## config.mk

```make
export PLATFORM = sky130hd
export DESIGN_NAME = inertial_intf
export DESIGN_NICKNAME = d
export VERILOG_FILES = /design/src/rtl/inertial_pkg.sv /design/src/rtl/spi_mnrch.sv /design/src/rtl/inertial_intf.sv
export SDC_FILE = /design/constraint.sdc
export NUM_CORES = 1
export LEC_CHECK = 0
export CORE_MARGIN = 1.5
export CORE_UTILIZATION = 62
export DETAILED_ROUTE_END_ITERATION = 12
export PLACE_DENSITY = 0.85
export SLEW_MARGIN = 40
export SYNTH_ARGS = -nofsm -noshare
export SYNTH_HDL_FRONTEND = slang
export SYNTH_HIERARCHICAL = 1
export SYNTH_SLANG_ARGS = --single-unit
export TNS_END_PERCENT = 10
```

## constraint.sdc

```tcl
create_clock -name clk -period 6.9 [get_ports clk]
set_input_delay 1.38 -clock clk [delete_from_list [all_inputs] [get_ports clk]]
set_output_delay 1.38 -clock clk [all_outputs]
set_load 0.1 [all_outputs]
```

## src/rtl/inertial_pkg.sv

```systemverilog
// Shared types and constants for the inertial sensor interface: FSM states,
// sensor configuration words and the read addresses polled on each interrupt.
package inertial_pkg;

  localparam int CMD_W = 16;

  typedef enum logic [3:0] {
    ST_INIT_WAIT,
    ST_CFG0,
    ST_CFG1,
    ST_CFG2,
    ST_CFG3,
    ST_IDLE,
    ST_RD_PL,
    ST_RD_PH,
    ST_RD_AL,
    ST_RD_AH
  } state_t;

  localparam logic [CMD_W-1:0] CFG_INT_EN = 16'h0D02;  // data-ready interrupt enable
  localparam logic [CMD_W-1:0] CFG_ACCEL  = 16'h1053;  // accel 208Hz, +/-2g
  localparam logic [CMD_W-1:0] CFG_GYRO   = 16'h1150;  // gyro 208Hz, 250dps
  localparam logic [CMD_W-1:0] CFG_ROUND  = 16'h1460;  // rounding enable

  localparam logic [6:0] ADDR_PTCH_L = 7'h22;
  localparam logic [6:0] ADDR_PTCH_H = 7'h23;
  localparam logic [6:0] ADDR_AZ_L   = 7'h2C;
  localparam logic [6:0] ADDR_AZ_H   = 7'h2D;

  function automatic logic [CMD_W-1:0] rd_cmd(input logic [6:0] addr);
    return {1'b1, addr, 8'h00};
  endfunction

  // Command word a state sends when it issues its transaction.
  function automatic logic [CMD_W-1:0] state_cmd(input state_t s);
    case (s)
      ST_CFG0:  return CFG_INT_EN;
      ST_CFG1:  return CFG_ACCEL;
      ST_CFG2:  return CFG_GYRO;
      ST_CFG3:  return CFG_ROUND;
      ST_RD_PL: return rd_cmd(ADDR_PTCH_L);
      ST_RD_PH: return rd_cmd(ADDR_PTCH_H);
      ST_RD_AL: return rd_cmd(ADDR_AZ_L);
      ST_RD_AH: return rd_cmd(ADDR_AZ_H);
      default:  return '0;
    endcase
  endfunction

endpackage

```

## src/rtl/spi_mnrch.sv

```systemverilog
// SPI mode-3 master: one 16-bit full-duplex transaction per wrt, SCLK divided
// from clk by 2^SCLK_DIV_W, MSB first, done pulses as SS_n returns high.
module spi_mnrch
  import inertial_pkg::*;
#(
  parameter int SCLK_DIV_W = 5
) (
  input  logic             clk,
  input  logic             rst,
  input  logic             wrt,
  input  logic [CMD_W-1:0] cmd,
  output logic             done,
  output logic [CMD_W-1:0] rd_data,
  output logic             SS_n,
  output logic             SCLK,
  output logic             MOSI,
  input  logic             MISO
);

  localparam int BIT_W = $clog2(CMD_W + 1);
  // Idle value keeps SCLK high and gives a quarter-period front porch.
  localparam logic [SCLK_DIV_W-1:0] DIV_IDLE = {2'b11, {(SCLK_DIV_W-2){1'b0}}};
  localparam logic [SCLK_DIV_W-1:0] DIV_RISE = {1'b0, {(SCLK_DIV_W-1){1'b1}}};
  localparam logic [SCLK_DIV_W-1:0] DIV_FALL = '1;
  localparam logic [BIT_W-1:0]      LAST_BIT = BIT_W'(CMD_W);

  logic                  busy_q, busy_d;
  logic                  ss_n_q, ss_n_d;
  logic                  done_q, done_d;
  logic                  miso_smpl_q, miso_smpl_d;
  logic [SCLK_DIV_W-1:0] div_q, div_d;
  logic [CMD_W-1:0]      shft_q, shft_d;
  logic [BIT_W-1:0]      bit_cnt_q, bit_cnt_d;

  always_comb begin
    // NOTE: every _d gets its hold value first, so no path leaves it unassigned
    // and no latch is inferred; done_d defaults low so it can only pulse.
    busy_d      = busy_q;
    ss_n_d      = ss_n_q;
    done_d      = 1'b0;
    miso_smpl_d = miso_smpl_q;
    div_d       = div_q;
    shft_d      = shft_q;
    bit_cnt_d   = bit_cnt_q;
    if (!busy_q) begin
      if (wrt) begin
        busy_d    = 1'b1;
        ss_n_d    = 1'b0;
        div_d     = DIV_IDLE;
        shft_d    = cmd;
        bit_cnt_d = '0;
      end
    end else begin
      div_d = div_q + SCLK_DIV_W'(1);
      if (div_q == DIV_RISE) begin
        miso_smpl_d = MISO;
        bit_cnt_d   = bit_cnt_q + BIT_W'(1);
      end else if (div_q == DIV_FALL && bit_cnt_q != '0) begin
        // The first fall has no sampled bit behind it, so nothing shifts.
        shft_d = {shft_q[CMD_W-2:0], miso_smpl_q};
        if (bit_cnt_q == LAST_BIT) begin
          busy_d = 1'b0;
          ss_n_d = 1'b1;
          done_d = 1'b1;
          div_d  = DIV_IDLE;
        end
      end
    end
  end

  always_ff @(posedge clk) begin
    // NOTE: sequential state uses non-blocking assignments so every flop
    // samples the pre-edge value regardless of statement order.
    if (rst) begin
      busy_q      <= 1'b0;
      ss_n_q      <= 1'b1;
      done_q      <= 1'b0;
      miso_smpl_q <= 1'b0;
      div_q       <= DIV_IDLE;
      shft_q      <= '0;
      bit_cnt_q   <= '0;
    end else begin
      busy_q      <= busy_d;
      ss_n_q      <= ss_n_d;
      done_q      <= done_d;
      miso_smpl_q <= miso_smpl_d;
      div_q       <= div_d;
      shft_q      <= shft_d;
      bit_cnt_q   <= bit_cnt_d;
    end
  end

  assign done    = done_q;
  assign rd_data = shft_q;
  assign SS_n    = ss_n_q;
  assign SCLK    = div_q[SCLK_DIV_W-1];
  assign MOSI    = shft_q[CMD_W-1] & ~ss_n_q;

endmodule

```

## src/rtl/inertial_intf.sv

```systemverilog
// Inertial sensor front end: configures the sensor after power-up, then on
// each data-ready interrupt reads pitch rate and Z accel and strobes vld.
module inertial_intf
  import inertial_pkg::*;
#(
  parameter int INIT_WAIT  = 65536,
  parameter int SCLK_DIV_W = 5
) (
  input  logic        clk,
  input  logic        rst,
  input  logic        INT,
  input  logic        MISO,
  output logic        SS_n,
  output logic        SCLK,
  output logic        MOSI,
  output logic        vld,
  output logic [15:0] ptch_rt,
  output logic [15:0] AZ
);

  localparam int TMR_W = (INIT_WAIT > 1) ? $clog2(INIT_WAIT) : 1;

  state_t           state_q, state_d;
  logic [TMR_W-1:0] tmr_q, tmr_d;
  logic             int_ff1_q, int_ff2_q, int_ff3_q;
  logic [7:0]       ptch_low_q, ptch_low_d;
  logic [7:0]       az_low_q, az_low_d;
  logic [15:0]      ptch_rt_q, ptch_rt_d;
  logic [15:0]      az_q, az_d;
  logic             vld_q, vld_d;
  logic             wrt_q, wrt_d;

  logic             done;
  logic [CMD_W-1:0] rd_data;
  logic             int_rise;
  logic             unused_rd_hi;

  assign int_rise     = int_ff2_q & ~int_ff3_q;
  assign unused_rd_hi = ^rd_data[CMD_W-1:8];  // response high byte carries no data

  spi_mnrch #(.SCLK_DIV_W(SCLK_DIV_W)) u_spi (
    .clk     (clk),
    .rst     (rst),
    .wrt     (wrt_q),
    .cmd     (state_cmd(state_q)),
    .done    (done),
    .rd_data (rd_data),
    .SS_n    (SS_n),
    .SCLK    (SCLK),
    .MOSI    (MOSI),
    .MISO    (MISO)
  );

  always_comb begin
    state_d    = state_q;
    tmr_d      = tmr_q;
    ptch_low_d = ptch_low_q;
    az_low_d   = az_low_q;
    ptch_rt_d  = ptch_rt_q;
    az_d       = az_q;
    vld_d      = 1'b0;
    wrt_d      = 1'b0;
    case (state_q)
      ST_INIT_WAIT:
        if (tmr_q == TMR_W'(INIT_WAIT - 1)) begin
          state_d = ST_CFG0;
          wrt_d   = 1'b1;
        end else begin
          tmr_d = tmr_q + TMR_W'(1);
        end
      ST_CFG0: if (done) begin state_d = ST_CFG1; wrt_d = 1'b1; end
      ST_CFG1: if (done) begin state_d = ST_CFG2; wrt_d = 1'b1; end
      ST_CFG2: if (done) begin state_d = ST_CFG3; wrt_d = 1'b1; end
      ST_CFG3: if (done) state_d = ST_IDLE;
      // Interrupt edges outside IDLE are dropped, never queued.
      ST_IDLE: if (int_rise) begin state_d = ST_RD_PL; wrt_d = 1'b1; end
      ST_RD_PL:
        if (done) begin
          ptch_low_d = rd_data[7:0];
          state_d    = ST_RD_PH;
          wrt_d      = 1'b1;
        end
      ST_RD_PH:
        if (done) begin
          ptch_rt_d = {rd_data[7:0], ptch_low_q};
          state_d   = ST_RD_AL;
          wrt_d     = 1'b1;
        end
      ST_RD_AL:
        if (done) begin
          az_low_d = rd_data[7:0];
          state_d  = ST_RD_AH;
          wrt_d    = 1'b1;
        end
      ST_RD_AH:
        if (done) begin
          az_d    = {rd_data[7:0], az_low_q};
          vld_d   = 1'b1;
          state_d = ST_IDLE;
        end
      default: state_d = ST_INIT_WAIT;
    endcase
  end

  always_ff @(posedge clk) begin
    if (rst) begin
      state_q    <= ST_INIT_WAIT;
      tmr_q      <= '0;
      int_ff1_q  <= 1'b0;
      int_ff2_q  <= 1'b0;
      int_ff3_q  <= 1'b0;
      ptch_low_q <= '0;
      az_low_q   <= '0;
      ptch_rt_q  <= '0;
      az_q       <= '0;
      vld_q      <= 1'b0;
      wrt_q      <= 1'b0;
    end else begin
      state_q    <= state_d;
      tmr_q      <= tmr_d;
      int_ff1_q  <= INT;
      int_ff2_q  <= int_ff1_q;
      int_ff3_q  <= int_ff2_q;
      ptch_low_q <= ptch_low_d;
      az_low_q   <= az_low_d;
      ptch_rt_q  <= ptch_rt_d;
      az_q       <= az_d;
      vld_q      <= vld_d;
      wrt_q      <= wrt_d;
    end
  end

  assign vld     = vld_q;
  assign ptch_rt = ptch_rt_q;
  assign AZ      = az_q;

endmodule

```

# After elaboration in Yosys (flattened, before gate mapping)
# Memories as Yosys holds them, arrays and structs flattened. A register that Yosys moved wholly into a read port is not among the register bits.
# Index checks and enable logic that the tools add are counted.
[classes]
add_sub_neg = 3
eq_ne = 26
n_mux = 39
bitwise_logic = 8
reduce_logical = 18
[op_table]
columns = ["op", "n"]
rows = [
  ["two-way mux 16 bit", 4],
  ["two-way mux 4 bit", 11],
  ["two-way mux 5 bit", 8],
  ["case mux 4 bit (9 select lines)", 1],
  ["adder 16 x 1 -> 16 bit, second input constant", 1],
  ["== test 16 bit, second input constant", 1],
  ["== test 4 x 3 -> 1 bit, second input constant", 4],
  ["two-way mux 1 bit", 14],
  ["!= test 2 x 1 -> 1 bit, second input constant", 7],
  ["AND reduction 2 bit", 7],
  ["!= test 2 bit, second input constant", 6],
  ["adder 5 x 1 -> 5 bit, second input constant", 2],
  ["== test 5 bit, second input constant", 2],
  ["AND reduction 9 bit", 1],
  ["== test 4 x 2 -> 1 bit, second input constant", 2],
  ["== test 4 bit, second input constant", 2],
  ["NOT 1 bit", 6],
  ["OR reduction 6 bit", 1],
  ["== test 5 x 4 -> 1 bit, second input constant", 1],
  ["nonzero test 5 bit", 1],
  ["== test 4 x 1 -> 1 bit, second input constant", 1],
  ["zero test 4 bit", 1],
  ["AND reduction 4 bit", 1],
  ["OR reduction 2 bit", 2],
  ["other kinds (6)", 7],
]
[totals]
register_bits = 103
romBits = 192
input_bits = 4
out_inout_bits = 36
word_cells = 113
mem_count = 1
[mem_list]
columns = ["memory", "depth", "width", "rd", "rd_ports_with_merged_regs", "wr", "line_no", "text"]
rows = [
  ["(no name shown)", 16, 12, 1, 1, 0, "inertial_pkg.sv:36", "case (s)"],
]

# Logic depth before layout (Yosys ltp)
# Gate-level depths: netlist of run 1.
[depth]
word_depth = 6
depth_mapped = 11
depth_no_buf = 11

# Hierarchy
# Netlist of run 1, hierarchy kept.
[by_module_without_submodules]
columns = ["mod", "n_inst", "cells_each", "area_per_inst_um2", "seq_area_each_um2"]
rows = [
  ["inertial_intf", 1, 391, 3382.0, 1661.6],
  ["spi_mnrch", 1, 171, 1636.6, 600.6],
]

# Least setup slack after synthesis of run 1
# Ideal clock, no wire load.
[synth_path]
path_type = "reg2out"
from = "register u_spi.ss_n_q (netlist: u_spi/SS_n)"
to = "output port MOSI"
t_arrival_ns = 2.122
required_ns = 5.520
slack_ns = 3.398
path_stages_with_launch = 2
path_buffers = 0
path_cell_list = "dfxtp_1 nor2b_1"
[synth_via]
elab_chain_cells = 2
[synth_lines]
columns = ["element", "line_no", "text"]
rows = [
  ["from (decl)", "spi_mnrch.sv:28", "logic ss_n_q, ss_n_d;"],
  ["from (signal assigned)", "spi_mnrch.sv:84", "ss_n_q <= ss_n_d;"],
  ["NOT 1 bit", "spi_mnrch.sv:97", "assign MOSI = shft_q[CMD_W-1] & ~ss_n_q;"],
  ["AND 1 bit", "spi_mnrch.sv:97", ""],
  ["to (decl)", "inertial_intf.sv:15", "output logic MOSI,"],
]
# Every way passes these cells.

==> results of run 1 <==
==> state kept, by name (all words and copies together) (netlist names), named ones only <==
| register | flops |
|---|---|
| AZ | 16 |
| az_low_q | 8 |
| int_ff1_q | 1 |
| int_ff2_q | 1 |
| int_ff3_q | 1 |
| ptch_low_q | 8 |
| ptch_rt | 16 |
| state_q | 4 |
| tmr_q | 16 |
| u_spi/SS_n | 1 |
| u_spi/bit_cnt_q | 5 |
| u_spi/busy_q | 1 |
| u_spi/div_q | 5 |
| u_spi/done | 1 |
| u_spi/miso_smpl_q | 1 |
| u_spi/rd_data | 16 |
| vld | 1 |
| wrt_q | 1 |
==> per-stage QoR <==
| step | instances | worst slack, ns | hold WS (ns) | utilization (%) |
|---|---|---|---|---|
| 6_report | 708 | 4.063 | 0.4503 | 75.37 |
| 5_1_grt | 708 | 3.746 | 0.4688 | 75.37 |
| 4_1_cts | 708 | 4.080 | 0.4545 | 75.35 |
| 3_5_place_dp | 676 | 3.535 | 0.4322 | 67.46 |
| 3_3_place_gp | 676 | 3.597 | 0.4316 | 69.67 |
| 2_1_floorplan | 565 | 3.398 | 0.4138 | - |
==> logic make-up after synthesis <==
family          Yosys count  share of synthesized area [%]
simple gates            243                          25.11
flops                   113                          45.08
compound gates           86                          10.15
mux                      50                          10.50
buf+inv                  42                          3.715
xor+xnor                 18                          3.141
fa+ha+maj                 9                          2.244
other cells               1                        0.07472
==> worst max-delay path by stage <==
stage | startpoint | end | cells after the start | slack [ns]
2_1_floorplan | u_spi/SS_n | MOSI | 1 | 3.40
3_3_place_gp | rst | flop | 6 | 3.60
3_5_place_dp | rst | flop | 6 | 3.54
4_1_cts | tmr_q[0] | flop | 11 | 4.08
5_1_grt | tmr_q[0] | flop | 11 | 3.75
6_report | rst | flop | 6 | 4.06
==> placed cells by master, fill, tap and decap left out, types with 5 or more instances in the layout <==
cell type	instances
sky130_fd_sc_hd__a21oi_1	49
sky130_fd_sc_hd__clkbuf_16	16
sky130_fd_sc_hd__mux2i_1	32
sky130_fd_sc_hd__nor2b_1	27
sky130_fd_sc_hd__nand4_1	6
sky130_fd_sc_hd__inv_1	9
sky130_fd_sc_hd__dfxtp_1	112
sky130_fd_sc_hd__ha_1	9
sky130_fd_sc_hd__nor2_1	65
sky130_fd_sc_hd__mux2_2	7
sky130_fd_sc_hd__nand3b_1	6
sky130_fd_sc_hd__mux2_1	10
sky130_fd_sc_hd__nor3_1	5
sky130_fd_sc_hd__o21ai_0	11
sky130_fd_sc_hd__nand2_1	79
sky130_fd_sc_hd__nand2b_1	5
sky130_fd_sc_hd__inv_6	6
sky130_fd_sc_hd__xnor2_1	13
sky130_fd_sc_hd__xor2_1	5
sky130_fd_sc_hd__nand3_1	8
sky130_fd_sc_hd__buf_2	36
==> worst max-delay path: cells and delay by family <==
kind | cells | cell delay [ns]
AOI/OAI and AO/OA | 1 | 0.08
buffers and inverters | 2 | 1.10
and+or+nand+nor | 3 | 0.64
==> area by class of cell <==
class,instances,area [um^2]
multi-input cells,410,2590
flip-flops and latches,113,2263
fillers,523,1913
clock buffers,17,414.1
clock inverters,15,198.9
repair buffers,41,222.7
inverters,10,37.54
well taps,102,127.6
==> power by group through the flow <==
stage | Sequential [mW] | Combinational, mW | Clock (mW)
floorplan | 0.681 | 0.0389 | 0
global placement | 0.683 | 0.0435 | 0
detailed placement | 0.683 | 0.0462 | 0
CTS | 0.669 | 0.0473 | 0.908
global route | 0.671 | 0.0545 | 0.939
finish | 0.669 | 0.0473 | 0.901
==> metal layers <==
| layer | vias up | track usage [%] | routed length, um |
|---|---|---|---|
| li1 | 1976 | - | - |
| met1 | 1926 | 33.45 | 4775 |
| met2 | 89 | 44.28 | 5477 |
| met3 | 10 | 6.911 | 610 |
| met4 | 0 | 8.712 | 116 |
| met5 | - | 0 | 0 |
==> parameters.txt, run 1 <==
Parameter                              Value

Synthesis
  Cells after synthesis ... 562
  Flip-flop and latch count after synthesis ... 113
  Share of the synthesized area in the top cell type ... 45.08%
  Top cell types by occurrence after synthesis ... sky130_fd_sc_hd__dfxtp_1 (113), sky130_fd_sc_hd__nand2_1 (79), sky130_fd_sc_hd__nor2_1 (65)
  Library cell with the highest instance count after synthesis ... sky130_fd_sc_hd__dfxtp_1
  Post-Syn Area per Cell ... 8.930 um^2
  Ys flop type ... sky130_fd_sc_hd__dfxtp_1
  Top area cells in the synthesized netlist ... sky130_fd_sc_hd__dfxtp_1 (45%), sky130_fd_sc_hd__mux2i_1 (6.4%), sky130_fd_sc_hd__nand2_1 (5.9%), sky130_fd_sc_hd__a21oi_1 (4.9%), sky130_fd_sc_hd__nor2_1 (4.9%)
  Number of warnings issued by yosys ... 6
  Post-synthesis instance area ... 0.005019 mm^2
  Unique cell type count in the Yosys netlist ... 65
  Number of synthesized flops with an enable pin ... 0
  Fraction of registers with async set or reset after synthesis ... 0%
  Proportion of synthesized chip area in sequential cells ... 45.08%
  Top cell type by total area after synthesis ... sky130_fd_sc_hd__dfxtp_1

Worst setup path
  Critical-path cell list ... buf_4 -> buf_4 -> or2_2 -> o22ai_1 -> and2_1 -> or2_1
  WS Path Type ... in -> reg
  Startpoint of the worst-slack reg-to-reg timing path ... tmr_q[0]
  Length in cells of the worst reg-to-reg path ... 11
  Arrival @ worst endpoint ... 3.24 ns
  Kind of launch point of the worst setup path ... input pin
  Largest stage delay, worst path ... 0.72 ns
  Setup crit end kind ... flop
  Largest fanout on the critical path ... 85
  Cell seen most often among critical-path stages ... sky130_fd_sc_hd__buf_4
  Worst reg2reg setup slack ... 4.07 ns
  Highest-delay cell along the critical path ... sky130_fd_sc_hd__buf_4
  Required arrival time at the worst endpoint ... 7.31 ns

Global routing
  Via count of the first global-routing pass ... 3837
  GRT Resource Usage Total ... 26.56%
  Pin count of the biggest net entering global routing ... 86
  Global-route wire length before repair ... 18000 um
  Antenna violations before repair ... 0
  Total global routing overflow ... 0

Timing
  Total Negative Setup Slacks ... 0 ns
  Setup Skew ... 0.007220 ns
  Fin crit period ... 2.837 ns
  Fraction of the cycle the final worst path needs ... 41.11%
  Final Hold Fails ... 0
  Final setup violation count ... 0
  Fmax ... 352.5 MHz
  Actual transition at the worst max-transition pin ... 0.8225 ns
  Final Slew Violations ... 0
  Unrepaired setup endpoints after global routing ... false
  Headroom to the max-slew limit ... 45.16%

Pwr
  Areal power density over the cells ... 276.3 mW/mm^2
  Largest vdd supply drop ... 0.1835 mV
  Internal Power ... 1.243 mW
  Combinational fraction of design power ... 2.9%
  Clock share of power ... 55.7%
  Pwr Total ... 1.617 mW
  Proportion of total power due to net switching ... 23.18%
  Share of power burned in registers ... 41.4%
  Leakage power ... 2.403 nW
  Sw power ... 375.0 uW

Route
  Residual antenna-violating net count after detailed routing ... 0
  Detailed-routing iteration count for the pre-antenna-repair pass ... 5
  DR vias/cell ... 5.651
  Number of vias in the routed layout ... 4001
  Routed WL per cell ... 15.51 um
  Detailed-route DRC error count ... 0
  Wirelength, routed ... 10980 um
  Number of violations reported at the end of detailed-routing iteration 0 ... 276

Place
  Placer's final routability congestion estimate ... 0.8039
  Dpl hpwl ... 6598 um
  Standard cell area after detailed placement ... 0.005240 mm^2
  Number of port buffers ... 39

Floorplanning
  Number of cell rows ... 32
  Placeable core area ... 0.007767 mm^2
  DIE HEIGHT ... 92.97 um
  Initial Utilization ... 64.61%
  Floorplan die area ... 0.008643 mm^2
  IO Pins ... 40
  X dimension of the die ... 92.97 um

Clocking
  Clock transition at the register clock pins on the worst setup and hold paths after CTS ... 0.06 ns
  Maximum count of clock buffers along a single path ... 2
  Clock sink count ... 113
  Setup fix buffers added after clock tree synthesis ... 0
  Count of hold-fix buffers inserted at cts ... 0
  Clock tree root driver cell ... sky130_fd_sc_hd__clkbuf_8
  Number of levels in the clock H-tree ... 4
  Number of gates resized after CTS ... 0
  TritonCTS buffer count ... 17
  CTS tree ... done
  Insertion delay of the later-clocked pin in the worst-skew pair ... 0.52 ns

Min path
  Hold Path Depth ... 1
  Hold path startpoint ... int_ff1_q
  Class of the most critical hold timing path ... reg -> reg
  Hold worst-path end ... int_ff2_q

Run status
  Outcome ... complete, no violations

Layout
  Antenna cells ... 0
  Fraction of layout instances using a drive strength above 1 ... 16.50%
  Area Overhead vs Synth ... 16.65%
  Layout net count ... 606
  Total non-filler cell area in the finished layout ... 0.005854 mm^2

Run
  Max-cap viol count ... 0
No activity file was read; power rests on OpenSTA's default activity.
==> run 2, diff against run 1 <==
- CORE_UTILIZATION: 62 -> 52
- PLACE_DENSITY: 0.85 -> 0.76
- clock period: 6.9 -> 2.5 ns (I/O delays scaled with it)
==> run 2 against run 1 <==
Net effect:
- routed wire length shrank 1.9%
- critical path depth grew 5
- final cell count grew 5.6%
- count of clock-buffer cells in the layout grew 1
- first-iteration DRC count shrank 16%
- global-route usage shrank 4.1 points
- register-to-register slack lost 3.9 ns
- non-clock buffer count grew 13
- sequential share of layout area shrank 1.3 points
- highest routed layer unchanged
- worst hold slack lost 0.13 ns
- utilization shrank 10 points
- combinational power grew to 2.9 times the previous value
==> parameters.txt, run 2 (synthesis results as in run 1) <==
Parameter                              Value

Timing
  Headroom to the max-slew limit ... 49.87% (+4.7 points)
  Unrepaired setup endpoints after global routing ... false
  Final setup violation count ... 0 (unchanged)
  Final Hold Fails ... 0 (unchanged)
  Fraction of the cycle the final worst path needs ... 92.82%
  Setup Skew ... 0.009073 ns (+0.001853 ns)
  Actual transition at the worst max-transition pin ... 0.7457 ns (-0.07679 ns)
  Fin crit period ... 2.320 ns
  Fmax ... 430.9 MHz
  Worst path setup slack after routing ... 0.1795 ns (-3.884 ns)
  Total Negative Setup Slacks ... 0 ns (unchanged)
  Final Slew Violations ... 0 (unchanged)

Clocking
  Clock sink count ... 113 (unchanged)
  Clock tree root driver cell ... sky130_fd_sc_hd__clkbuf_8
  CTS tree ... done
  Maximum count of clock buffers along a single path ... 2 (unchanged)
  TritonCTS buffer count ... 17 (unchanged)
  Number of levels in the clock H-tree ... 4 (unchanged)
  Clock transition at the register clock pins on the worst setup and hold paths after CTS ... 0.06 ns (about the same)
  Insertion delay of the later-clocked pin in the worst-skew pair ... 0.50 ns (-0.02 ns)
  Count of hold-fix buffers inserted at cts ... 0 (unchanged)

Layout
  Most common cell after layout, fill and taps aside ... sky130_fd_sc_hd__dfxtp_1
  Area Overhead vs Synth ... 20.67%
  Antenna cells ... 0 (unchanged)
  Fraction of layout instances using a drive strength above 1 ... 18.58% (+2.1 points)
  Layout net count ... 619 (+2.1%)
  Most frequent cells in the layout ... sky130_fd_sc_hd__dfxtp_1 (111), sky130_fd_sc_hd__nand2_1 (79), sky130_fd_sc_hd__nor2_1 (63)

Route
  Detailed-routing iteration count for the pre-antenna-repair pass ... 4 (-1)
  Number of violations reported at the end of detailed-routing iteration 0 ... 231 (-16%)
  Wirelength, routed ... 10770 um (-1.9%)
  Number of vias in the routed layout ... 4026 (+0.62%)
  Detailed-route DRC error count ... 0 (unchanged)
  Residual antenna-violating net count after detailed routing ... 0 (unchanged)
  Routed WL per cell ... 14.40 um (-7.2%)
  DR vias/cell ... 5.382 (-4.8%)

Worst setup path
  Kind of launch point of the worst setup path ... flop
  WS Path Type ... reg -> reg
  Arrival @ worst endpoint ... 2.74 ns (-0.50 ns)
  Required arrival time at the worst endpoint ... 2.92 ns (-4.39 ns)
  Setup crit end kind ... flop
  Largest fanout on the critical path ... 5 (-94%)

Pwr
  Largest vdd supply drop ... 0.4277 mV (+130%)
  Leakage power ... 2.430 nW (+1.1%)
  Areal power density over the cells ... 717.1 mW/mm^2 (+160%)

Floorplanning
  Number of cell rows ... 35 (+9.4%)
  X dimension of the die ... 101.2 um (+8.9%)
  IO Pins ... 40 (unchanged)
  DIE HEIGHT ... 101.2 um (+8.9%)
  Placeable core area ... 0.009284 mm^2 (+20%)
  Initial Utilization ... 54.06% (-11 points)
  Floorplan die area ... 0.01025 mm^2 (+19%)

Run status
  Outcome ... complete, no violations

Place
  Number of port buffers ... 39 (unchanged)
  Worst Setup Slack post-DPL ... 0.1489 ns (-3.386 ns)
  Placer's final routability congestion estimate ... 0.8830 (+9.8%)
  Dpl hpwl ... 7035 um (+6.6%)

Global routing
  Antenna violations before repair ... 0 (unchanged)
  Total global routing overflow ... 0 (unchanged)
  Global-route wire length before repair ... 17970 um (-0.16%)
  Via count of the first global-routing pass ... 3827 (-0.26%)
  GRT Resource Usage Total ... 22.44% (-4.1 points)
  Pin count of the biggest net entering global routing ... 77 (-10%)

Run
  Max-cap viol count ... 0 (unchanged)

Min path
  Class of the most critical hold timing path ... in -> reg
run 2: cell count changes in the layout (fill, tap and decap cells not counted), moves of 2 or more:
cell,change
sky130_fd_sc_hd__nor2_2,+2
sky130_fd_sc_hd__clkinvlp_4,+3
sky130_fd_sc_hd__inv_8,-2
sky130_fd_sc_hd__nor2_1,-2
sky130_fd_sc_hd__buf_4,+48
sky130_fd_sc_hd__clkinv_2,+5
sky130_fd_sc_hd__inv_6,-4
sky130_fd_sc_hd__clkinv_4,-3
sky130_fd_sc_hd__buf_2,-36
run 2: metal layers:
layer  vias to the layer above  global-route usage [%]  share of wire (%)
li1                       2008                       -                  -
met1                      1951                   29.30                 46
met2                        60                   36.50                 49
met3                         7                   5.176                3.4
met4                         0                   8.013               0.81
met5                         -                       0                  0
run 2: timing repair:
action | 4_1_cts | 5_1_grt
setup endpoints to repair | 0 | 3
resized for setup | 0 | 4
buffers inserted | 0 | 0
run 2: worst paths after layout:
path,from,to,slack (ns),cells past startpoint
hold reg to reg,AZ[13],AZ[13],0.45,2
setup reg to reg,tmr_q[9],flop,0.18,11
setup / recovery,tmr_q[9],flop,0.18,11
hold / removal,rst,state_q[3],0.32,2
run 2: cell type report:
class                   count  area [um^2]
flip-flops and latches    113         2265
repair buffers             54        422.9
clock buffers              18        417.9
inverters                  10        37.54
fillers                   763         3228
well taps                 129        161.4
clock inverters            14        162.7
multi-input cells         410         2589
run 2: per-stage QoR:
step	instance area, um^2	utilization, %	hold slack [ns]	power [mW]	cells
6_report	6056	65.23	0.3222	4.342	748
5_1_grt	6056	65.23	0.3249	4.492	748
4_1_cts	6048	65.15	0.2949	4.371	748
3_5_place_dp	5468	58.89	0.4412	2.020	716
3_3_place_gp	5468	58.89	0.4220	2.013	716
2_1_floorplan	5032	-	0.4138	1.986	565
run 2: power by group:
part	internal, mW	total, mW	switching (mW)
Combinational	0.0550	0.137	0.0817
Clock	1.51	2.36	0.845
Sequential	1.83	1.85	0.0206
run 2: critical path: stages, from the launching register on:
cell                      delay [ns]
sky130_fd_sc_hd__dfxtp_1        0.40
sky130_fd_sc_hd__nand4_2        0.13
sky130_fd_sc_hd__or4_1          0.59
sky130_fd_sc_hd__a21oi_2        0.21
sky130_fd_sc_hd__nor2_2         0.07
sky130_fd_sc_hd__nor2_2         0.13
sky130_fd_sc_hd__ha_1           0.18
sky130_fd_sc_hd__buf_4          0.13
sky130_fd_sc_hd__a22oi_1        0.08
sky130_fd_sc_hd__nor2_1         0.10
sky130_fd_sc_hd__a21oi_1        0.06
sky130_fd_sc_hd__o21ai_0        0.17
==> run 3, diff against run 2 <==
- CORE_UTILIZATION: 52 -> 35
- PLACE_DENSITY: 0.76 -> 0.55
- SLEW_MARGIN: 40 -> unset
==> run 3 against run 2 <==
Net effect:
- critical path depth shrank 1
- count of clock-buffer cells in the layout up 3
- worst hold slack improved by 0.088 ns
- setup slack better by 0.045 ns
- die area up 47%
- routed wire length is 0.59% higher
- sequential power about the same
- non-clock buffer count rose by 5
==> parameters.txt, run 3 (synthesis results as in run 1) <==
Parameter                              Value

Run status
  Outcome ... complete, no violations

Worst setup path
  Largest fanout on the critical path ... 6 (+1)
  Kind of launch point of the worst setup path ... flop
  Arrival @ worst endpoint ... 2.60 ns (-0.14 ns)
  WS Path Type ... reg -> reg
  Required arrival time at the worst endpoint ... 2.83 ns (-0.09 ns)
  Setup crit end kind ... flop

Clocking
  Insertion delay of the later-clocked pin in the worst-skew pair ... 0.41 ns (-0.09 ns)
  Number of levels in the clock H-tree ... 4 (unchanged)
  Clock transition at the register clock pins on the worst setup and hold paths after CTS ... 0.05 ns (about the same)
  Clock tree root driver cell ... sky130_fd_sc_hd__clkbuf_16
  Clock sink count ... 113 (unchanged)
  TritonCTS buffer count ... 17 (unchanged)
  CTS tree ... done
  Maximum count of clock buffers along a single path ... 2 (unchanged)

Pwr
  Areal power density over the cells ... 731.0 mW/mm^2 (+1.9%)
  Leakage power ... 2.499 nW (+2.8%)
  Largest vdd supply drop ... 0.4547 mV (+6.3%)

Layout
  Final Util ... 44.75% (-20 points)
  Filler Cells Inserted ... 1360 (+78%)
  Final cell count without fillers ... 803 (+7.4%)
  Antenna cells ... 0 (unchanged)
  Most common cell after layout, fill and taps aside ... sky130_fd_sc_hd__dfxtp_1
  Area Overhead vs Synth ... 24.26%
  Total non-filler cell area in the finished layout ... 0.006236 mm^2 (+3.0%)
  Fraction of layout instances using a drive strength above 1 ... 20.22% (+1.6 points)
  Layout net count ... 624 (+0.81%)
  Most frequent cells in the layout ... sky130_fd_sc_hd__dfxtp_1 (105), sky130_fd_sc_hd__nand2_1 (79), sky130_fd_sc_hd__nor2_1 (65)

Route
  Number of violations reported at the end of detailed-routing iteration 0 ... 257 (+11%)
  Number of vias in the routed layout ... 3953 (-1.8%)
  Wirelength, routed ... 10830 um (+0.59%)
  Detailed-route DRC error count ... 0 (unchanged)
  DR vias/cell ... 4.923 (-8.5%)
  Residual antenna-violating net count after detailed routing ... 0 (unchanged)
  Detailed-routing iteration count for the pre-antenna-repair pass ... 4 (unchanged)
  Routed WL per cell ... 13.49 um (-6.3%)

Floorplanning
  X dimension of the die ... 122.7 um (+21%)
  DIE HEIGHT ... 122.7 um (+21%)
  Placeable core area ... 0.01393 mm^2 (+50%)
  Initial Utilization ... 36.02% (-18 points)
  Number of cell rows ... 43 (+23%)
  IO Pins ... 40 (unchanged)
  Floorplan die area ... 0.01507 mm^2 (+47%)

Timing
  Worst path setup slack after routing ... 0.2243 ns (+0.04483 ns)
  Fraction of the cycle the final worst path needs ... 91.03% (-1.8 points)
  Final Slew Violations ... 0 (unchanged)
  Final setup violation count ... 0 (unchanged)
  Fin crit period ... 2.276 ns (-0.04483 ns)
  Setup Skew ... 0.005703 ns (-0.003370 ns)
  Final Hold Fails ... 0 (unchanged)
  Worst-case hold slack ... 0.4106 ns (+0.08842 ns)
  Headroom to the max-slew limit ... 49.30% (-0.58 points)
  Unrepaired setup endpoints after global routing ... true
  Fmax ... 439.4 MHz (+2.0%)
  Actual transition at the worst max-transition pin ... 0.7543 ns (+0.008555 ns)

Min path
  Class of the most critical hold timing path ... in -> reg

Global routing
  Global-route wire length before repair ... 18330 um (+2.0%)
  Pin count of the biggest net entering global routing ... 88 (+14%)
  Via count of the first global-routing pass ... 3857 (+0.78%)
  Met1 GRT Util ... 19.52% (-9.8 points)
  Most used routing layer in global routing ... met2
  GRT Resource Usage Total ... 15.47% (-7.0 points)
  Antenna violations before repair ... 0 (unchanged)
  Met3 usage in global routing ... 4.507% (-0.67 points)
  M2 GR Usage ... 24.62% (-12 points)
  Total global routing overflow ... 0 (unchanged)

Place
  Placer's final routability congestion estimate ... 0.8852 (+0.25%)
  Worst Setup Slack post-DPL ... 0.1086 ns (-0.04032 ns)
  Standard cell area after detailed placement ... 0.005574 mm^2 (+1.9%)
  Number of port buffers ... 39 (unchanged)
  Dpl hpwl ... 7250 um (+3.1%)
  Total placed cells including tap cells ... 771 (+7.7%)

Run
  Max-cap viol count ... 0 (unchanged)
[run 3: cell count changes in the layout (fill, tap and decap cells not counted), sizes merged]
| cell | change |
|---|---|
| bufinv | +1 |
| buf | +5 |
| clkinv | +1 |
| clkinvlp | -4 |
| inv | -2 |
| clkbuf | +3 |
[run 3: final timing paths]
check / startpoint / end / slack (ns) / depth (start not counted)
hold reg to reg: int_ff1_q / int_ff2_q / 0.45 / 1
setup / recovery: tmr_q[11] / flop / 0.22 / 10
hold / removal: rst / flop / 0.41 / 2
setup reg to reg: tmr_q[11] / flop / 0.22 / 10
[run 3: power breakdown]
part	leakage (nW)	switching (mW)	internal, mW
logic	1.27	0.0844	0.0592
clock network	0.313	0.829	1.73
registers	0.915	0.0197	1.83
total	2.50	0.933	3.62
[run 3: routing by layer]
layer / up-vias / wire length, um
li1: 2008 / -
met5: - / 0
met2: 40 / 5173
met3: 18 / 327
met4: 0 / 185
met1: 1887 / 5147
[run 3: critical path, cell delays in order (launching register included)]
cell                      delay (ns)
sky130_fd_sc_hd__dfxtp_1        0.38
sky130_fd_sc_hd__nand4_2        0.14
sky130_fd_sc_hd__or4_4          0.57
sky130_fd_sc_hd__a21oi_4        0.18
sky130_fd_sc_hd__nor2_1         0.09
sky130_fd_sc_hd__nor2_1         0.16
sky130_fd_sc_hd__ha_2           0.25
sky130_fd_sc_hd__a21oi_1        0.07
sky130_fd_sc_hd__o21ai_1        0.12
sky130_fd_sc_hd__a21oi_1        0.05
sky130_fd_sc_hd__o31ai_1        0.17
[run 3: final cells by class]
| type | instances | area [um^2] | area share, % |
|---|---|---|---|
| clock buffer | 21 | 470.5 | 7.544 |
| clock inverter | 10 | 157.7 | 2.528 |
| inverter | 10 | 37.54 | 0.6019 |
| multi-input combinational | 410 | 2600 | 41.69 |
| sequential | 113 | 2272 | 36.44 |
| tap | 180 | 225.2 | 3.612 |
| timing repair buffer | 59 | 473.0 | 7.584 |
[run 3: per-stage QoR]
step	total power, mW	setup TNS (ns)
6_report	4.558	0
5_1_grt	4.695	-0.01472
4_1_cts	4.591	0
3_5_place_dp	2.024	0
3_3_place_gp	2.019	0
2_1_floorplan	1.986	0
[run 3: what timing repair did]
item,4_1_cts,5_1_grt
setup buffers,0,1
hold endpoints to repair,0,0
hold buffers,0,0
endpoints found under the setup margin,0,3
resized for setup,0,13
